==> config.mk <==
export PLATFORM = sky130hd
export DESIGN_NAME = mult_engine
export DESIGN_NICKNAME = d
export VERILOG_FILES = /design/src/rtl/mult_engine.sv
export SDC_FILE = /design/constraint.sdc
export NUM_CORES = 1
export LEC_CHECK = 0
export ABC_CLOCK_PERIOD_IN_PS = 2500
export CAP_MARGIN = 25
export CORE_UTILIZATION = 25
export DETAILED_ROUTE_END_ITERATION = 7
export GPL_TIMING_DRIVEN = 0
export PLACE_DENSITY = 0.52
export SETUP_SLACK_MARGIN = 0.3
export SYNTH_ARGS = -nofsm -noshare
export SYNTH_HDL_FRONTEND = slang
export SYNTH_SLANG_ARGS = --single-unit
==> constraint.sdc <==
create_clock -name clk -period 2.5 [get_ports clk]
set_input_delay 0.5 -clock clk [delete_from_list [all_inputs] [get_ports clk]]
set_output_delay 0.5 -clock clk [all_outputs]
set_load 0.02 [all_outputs]
==> src/rtl/mult_engine.sv <==
// Sequential shift-and-add unsigned multiplier: W CALC cycles per product,
// launched by a level request that must drop before the calculation begins.
module mult_engine #(
  parameter int unsigned W = 8
) (
  input  logic           clk,
  input  logic           rst,
  input  logic           eng_start,
  input  logic [W-1:0]   a_in,
  input  logic [W-1:0]   b_in,
  output logic           eng_done,
  output logic           busy,
  output logic [2*W-1:0] product
);

  localparam int unsigned CW = (W > 1) ? $clog2(W) : 1;

  typedef enum logic [1:0] {IDLE, HOLD, CALC, DONE} state_t;

  state_t           state;
  logic [W-1:0]     mcand;
  logic [W-1:0]     mplier;
  logic [2*W-1:0]   acc;
  logic [CW-1:0]    cnt;
  logic [W:0]       upper_sum;
  logic [2*W:0]     acc_wide;
  logic [2*W-1:0]   acc_step;

  // Add into the upper half keeping the carry, then shift the whole thing right.
  always_comb begin
    upper_sum = {1'b0, acc[2*W-1:W]} + {1'b0, (mplier[0] ? mcand : '0)};
    acc_wide  = {upper_sum, acc[W-1:0]};
    acc_step  = acc_wide[2*W:1];
  end

  assign busy = (state != IDLE);

  always_ff @(posedge clk or posedge rst) begin
    if (rst) begin
      state    <= IDLE;
      mcand    <= '0;
      mplier   <= '0;
      acc      <= '0;
      cnt      <= '0;
      product  <= '0;
      eng_done <= 1'b0;
    end else begin
      eng_done <= 1'b0;
      unique case (state)
        IDLE: begin
          if (eng_start) begin
            mcand  <= a_in;
            mplier <= b_in;
            acc    <= '0;
            cnt    <= '0;
            state  <= HOLD;
          end
        end
        HOLD: begin
          if (!eng_start) state <= CALC;
        end
        CALC: begin
          acc    <= acc_step;
          mplier <= mplier >> 1;
          cnt    <= cnt + CW'(1);
          if (cnt == CW'(W - 1)) begin
            product  <= acc_step;
            eng_done <= 1'b1;
            state    <= DONE;
          end
        end
        DONE: begin
          state <= IDLE;
        end
        default: state <= IDLE;
      endcase
    end
  end

endmodule

==> results of run 1 <==
final cells by class:
| type | instances | share of cell area, % |
|---|---|---|
| Sequential cell | 53 | 42.7 |
| Multi-Input combinational cell | 138 | 34.2 |
| Timing Repair Buffer | 38 | 12.6 |
| Tap cell | 129 | 5.20 |
| Clock buffer | 5 | 2.22 |
| Clock inverter | 3 | 1.49 |
| Buffer | 6 | 0.967 |
| Inverter | 5 | 0.644 |
worst max-delay path, cell delays in order, from the launching register on:
cell and delay [ps]:
dfrtp_2 450, and2_1 150, ha_1 220, fa_2 370, a21oi_2 150, nor2b_1 60, nor2_1 110, xnor2_1 130
mux2_2 290
Yosys cell counts (all sizes together):
cell,n
nand3,1
a22oi,1
a21oi,7
ha,13
a21o,1
nor2,4
xor2,2
clkinv,1
nand2,25
mux2i,7
a22o,13
nor2b,1
buf,6
and2,9
dfrtp,53
a211oi,1
inv,4
o211ai,1
xnor2,4
o21bai,1
nand2b,3
mux2,21
fa,1
o21ai,21
o21a,1
metrics by stage:
step	power, mW	cells	area (um2)	setup slack, ps	hold WS, ps
global placement	2.59	367	2950	-399	468
detailed placement	2.61	368	2970	305	478
finish	3.18	377	3110	467	489
CTS	3.22	376	3090	310	499
global route	3.46	377	3110	323	517
floorplan	2.22	202	2430	544	454
state kept, by name, summed over array words and instances (netlist names):
name	flops
mcand	8
eng_done	1
mplier	8
product	16
cnt	3
state	2
acc	15
cell usage in the layout, fill, tap and decap left out, types with 4 or more instances in the layout:
cell and n:
o21ai_1 19, mux2i_1 7, mux2_2 17, nand2_1 24
nor2_1 4, clkdlybuf4s50_1 35, a22o_1 13, a21oi_1 5
xnor2_1 4, and2_1 9, ha_1 13, clkbuf_8 5
dfrtp_1 52, buf_2 6
repair_timing:
item,4_1_cts,5_1_grt
endpoints found under the hold margin,0,0
pin swaps,0,1
gates resized for setup,1,3
buffers inserted,0,1
endpoints found under the setup margin,1,7
per-layer routing:
metal  share of wire [%]  global-route usage [%]
met5                   0                       0
met4                 1.7                    4.01
met3                 3.3                    2.50
met2                  48                    17.7
met1                  47                    13.1
final timing paths:
path,end,cells after the start,from
worst max-delay path,product[11],8,mplier[0]
worst min-delay path,product[12],2,product[12]
worst max register to register,product[11],8,mplier[0]
worst min register to register,product[12],2,product[12]
max in group asynchronous,acc[13],3,rst
min in group asynchronous,product[5],2,rst
logic make-up after synthesis:
group | synth area share (%)
buffers and inverters | 2.06
AO/OA/AOI/OAI | 12.7
AND/OR/NAND/NOR | 8.33
adder cells (fa/ha/maj) | 7.51
flip-flops | 54.5
multiplexers | 12.8
XOR/XNOR | 2.16
power breakdown:
group / total (mW) / switching [mW] / internal, mW
logic: 1.32 / 0.726 / 0.599
registers: 1.26 / 0.145 / 1.12
clock network: 0.597 / 0.297 / 0.300
==> metrics.yaml, run 1 <==
design.core.area_um2: 9330
place_congestion: 0.777
rsz0062_at_grt: "no"
vias: 1610
yosys-top-cells-area: "dfrtp_1 (55%), mux2_2 (7.9%), ha_1 (6.7%)"
clock_latency_ps: 310
setup_violations: 0
cp-start-kind: "flip-flop"
cp_max_fo: 6
die_area_um2: 10100
die_x_um: 101
dp_hpwl_um: 3520
fp-row-count: 35
wl_um: 4740
cts.sinks: 53
relSlewSlack_pct: 64.4
worst_slew_pin_slew_ps: 533
cts_hold_buf: 0
min_period_ps: 2030
synth_fp_nets: 235
drive_gt1_share_pct: 16.9
fin_skew_ps: 9.30
cts_tree: "done"
syn-cell-area_um2: 2430
ir_drop_v: 0.000324
die_height_um: 101
maxCapViolCount: 0
tns_ps: 0
yosysTopAreaCell: "dfrtp_1"
status: "finished, final reports clean"
multi_input_area_um2: 1060
cts_root_buf: "clkbuf_8"
clk_path_buf_depth: 2
fmaxAchievable_ghz: 0.492
antenna_found_initial: 0
grt_pass1_vias: 1701
synth_seq_area_share_pct: 54.5
synth_area_per_cell_um2: 12.0
clk_pin_slew_ps: 100
fin_util_pct: 33.3
cts-buffers-inserted: 5
power.leakage_nw: 1.42
antenna_cells: 0
crit_type: "flip-flop to flip-flop"
via_per_inst: 4.27
nets: 280
ys_types: 30
seqCellArea_um2: 1330
power_density_nw_per_um2: 1020
ys_warn_count: 0
drt_first_pass_iters: 4
grt_usage_pct: 10.5
overflow: 0
synth-seq-cells: 53
r2r_slack_ps: 470
postRouteAntennaNets: 0
wire_per_inst_um: 12.6
grt_pass1_wl_um: 8200
ios: 37
grt_max_degree: 31
synthCells: 202
initial_core_util_pct: 26.1
hold_viol_final: 0
portBuffers: 36
cp-end-kind: "flip-flop"
initialDrtViolationCount: 44
htree_num_levels: 2
area_growth_syn_to_layout_pct: 27.7
yosys.area.top_type_share_pct: 54.5
fillers: 950
worstPathRequired_ps: 2710
finalMaxSlewViolations: 0
min_path_type: "flip-flop to flip-flop"
period_share_pct: 81.3
cp.arrival_ps: 2240
route.detailed.drc: 0
Note: power is estimated with default switching activity, not from simulation.
==> inputs of run 2 (changes only) <==
- ABC_CLOCK_PERIOD_IN_PS: 2500 -> 2000
- clock period: 2.5 -> 2 ns (I/O delays scaled with it)
==> metrics.yaml, run 2 (synthesized netlist as in run 1, its figures left out) <==
cp_top_family: "adder cells"  # unchanged
cp_max_fo: 5  # was 6
die_height_um: 101  # unchanged
clock_latency_ps: 310  # about the same
largest_register_ff_count: 16  # unchanged
overflow: 0  # unchanged
period_share_pct: 96.0  # was 81.3%
fin_util_pct: 35.7  # was 33.3%
seq_power_share_pct: 37.6  # was 39.6%
setup_violations: 0  # unchanged
rr_worst_depth: 8  # unchanged
cp-end-kind: "flip-flop"  # unchanged
relSlewSlack_pct: 60.2  # was 64.4%
place_ws_ps: -49.3  # was 305 ps
largestRegisters: "product: 16 flops, acc: 15 flops"  # unchanged
clk_pin_slew_ps: 100  # about the same
worst_slew_pin_slew_ps: 595  # was 533 ps
setup_ws_ps: 80.8  # was 467 ps
clk_path_buf_depth: 2  # unchanged
cts_root_buf: "clkbuf_8"  # unchanged
area_growth_syn_to_layout_pct: 36.9  # was 27.7%
die_area_um2: 10100  # unchanged
status: "finished, final reports clean"  # unchanged
largest-register: "product"  # unchanged
cp_cell_sequence: "and2_4 -> ha_4 -> fa_2 -> a21oi_4 -> o21ai_2 -> a21oi_2 -> xor2_1 -> o21ai_1"  # was and2_1 -> ha_1 -> fa_2 -> a21oi_2 -> nor2b_1 -> nor2_1 -> xnor2_1 -> mux2_2
ios: 37  # unchanged
min_period_ps: 1920  # was 2030 ps
place_congestion: 0.728  # was 0.777
crit_type: "flip-flop to flip-flop"  # unchanged
final_common_cell: "dfrtp_1"  # unchanged
power.leakage_nw: 1.69  # was 1.42 nW
fp-row-count: 35  # unchanged
postRouteAntennaNets: 0  # unchanged
via_per_inst: 4.30  # was 4.27
portBuffers: 36  # unchanged
layout_common_cells: "dfrtp_1 (52), nand2_1 (24), clkdlybuf4s50_1 (20), o21ai_1 (18), mux2_2 (15)"  # was dfrtp_1 (52), clkdlybuf4s50_1 (35), nand2_1 (24), o21ai_1 (19), mux2_2 (17)
htree_num_levels: 2  # unchanged
cts_hold_buf: 0  # unchanged
vias: 1652  # was 1,610
combPwrFrac_pct: 47.8  # was 41.6%
cp-start-kind: "flip-flop"  # unchanged
initialDrtViolationCount: 47  # was 44
p_switching_mw: 1.61  # was 1.17 mW
r2r_slack_ps: 80  # was 470 ps
crit_start: "mplier[0]"  # unchanged
cts.sinks: 53  # unchanged
maxCapViolCount: 0  # unchanged
wire_per_inst_um: 13.3  # was 12.6 um
slowest_delay_ps: 450  # about the same
timing.rr.start: "mplier[0]"  # unchanged
cts-buffers-inserted: 5  # unchanged
p_sw_share_pct: 37.9  # was 36.7%
path_buf_inv: 0  # unchanged
grt_max_degree: 28  # was 31
grt_pass1_wl_um: 8340  # was 8200 um
die_x_um: 101  # unchanged
crit_cells: 8  # unchanged
hold_viol_final: 0  # unchanged
route.detailed.drc: 0  # unchanged
finalMaxSlewViolations: 0  # unchanged
critPathSlowestCell: "dfrtp_2"  # unchanged
grt_usage_pct: 10.8  # was 10.5%
cts_tree: "done"  # unchanged
drive_gt1_share_pct: 27.5  # was 16.9%
fmaxAchievable_ghz: 0.521  # was 0.492 GHz
final_cells: 384  # was 377
timing.rr.end: "product[13]"  # was product[11]
initial_core_util_pct: 26.1  # unchanged
antenna_cells: 0  # unchanged
wl_um: 5110  # was 4740 um
critPathCapture: "product[13]"  # was product[11]
dp_hpwl_um: 3510  # was 3520 um
pwr-share-clk_pct: 14.7  # was 18.8%
p_int_mw: 2.64  # was 2.02 mW
rsz0062_at_grt: "yes"  # was no
grt_pass1_vias: 1712  # was 1,701
drt_first_pass_iters: 4  # unchanged
cp.arrival_ps: 2120  # was 2240 ps
antenna_found_initial: 0  # unchanged
worstPathRequired_ps: 2200  # was 2710 ps
fin_skew_ps: 8.37  # was 9.30 ps
placed_cells_incl_taps: 368  # unchanged
nets: 287  # was 280
power_density_nw_per_um2: 1280  # was 1020 nW/um2
min_path_type: "input port to async pin"  # was flip-flop to flip-flop
ir_drop_v: 0.000356  # was 0.000324 V
design.core.area_um2: 9330  # unchanged
-- run 2: changes by cell type in the layout (fill, tap and decap cells not counted), sizes merged --
cell,delta
buf,+7
dlygate4sd2,+4
inv,+1
clkdlybuf4s50,-15
bufinv,-1
dlymetal6s2s,+10
clkbuf,+1
-- run 2: metrics by stage --
stage	instance area (um2)	hold WS (ps)	power (mW)	setup TNS [ps]
detailed placement	2980	469	3.29	-93.8
global placement	2960	467	3.24	-39780
global route	3330	506	4.59	-22.3
floorplan	2440	454	2.79	0
finish	3330	466	4.25	0
CTS	3180	485	4.08	0
-- run 2: power by group through the flow --
| stage | sequential [mW] | combinational, mW | clock, mW |
|---|---|---|---|
| after floorplan | 1.59 | 1.20 | 0 |
| after global routing | 1.65 | 2.26 | 0.689 |
| after detailed placement | 1.61 | 1.69 | 0 |
| final | 1.60 | 2.03 | 0.624 |
| after global placement | 1.60 | 1.64 | 0 |
| after CTS | 1.59 | 1.83 | 0.659 |
-- run 2: worst min-delay path by stage --
stage,startpoint,end,slack [ps],depth (start not counted)
after floorplan,cnt[0],cnt[0],450,1
after global placement,mplier[1],mplier[1],470,2
after detailed placement,product[9],product[9],470,2
after CTS,rst,product[5],490,2
after global routing,rst,product[5],510,2
final,rst,product[5],470,2
-- run 2: layout make-up --
cell class              instances  area (um2)
plain buffers                   6        37.5
clock buffers                   5        68.8
clock inverters                 3        21.3
fillers                       930        6000
inverters                       5        20.0
multi-input cells             138        1230
flip-flops and latches         53        1330
well taps                     129         161
repair buffers                 45         458
-- run 2: timing repair --
item,in CTS,in global routing
endpoints found under the setup margin,23,46
pin swaps,9,15
resized for setup,20,28
setup buffers,3,5
-- run 2: per-layer routing --
| layer | GRT usage, % | share of wire (%) |
|---|---|---|
| met1 | 14.2 | 48 |
| met2 | 17.0 | 47 |
| met3 | 2.64 | 3.5 |
| met4 | 4.12 | 1.4 |
| met5 | 0 | 0 |
-- run 2: worst reg2reg max path, cell delays in order, from the launching register on --
cell,delay (ps)
dfrtp_2,450
and2_4,160
ha_4,160
fa_2,360
a21oi_4,150
o21ai_2,80
a21oi_2,160
xor2_1,210
o21ai_1,100
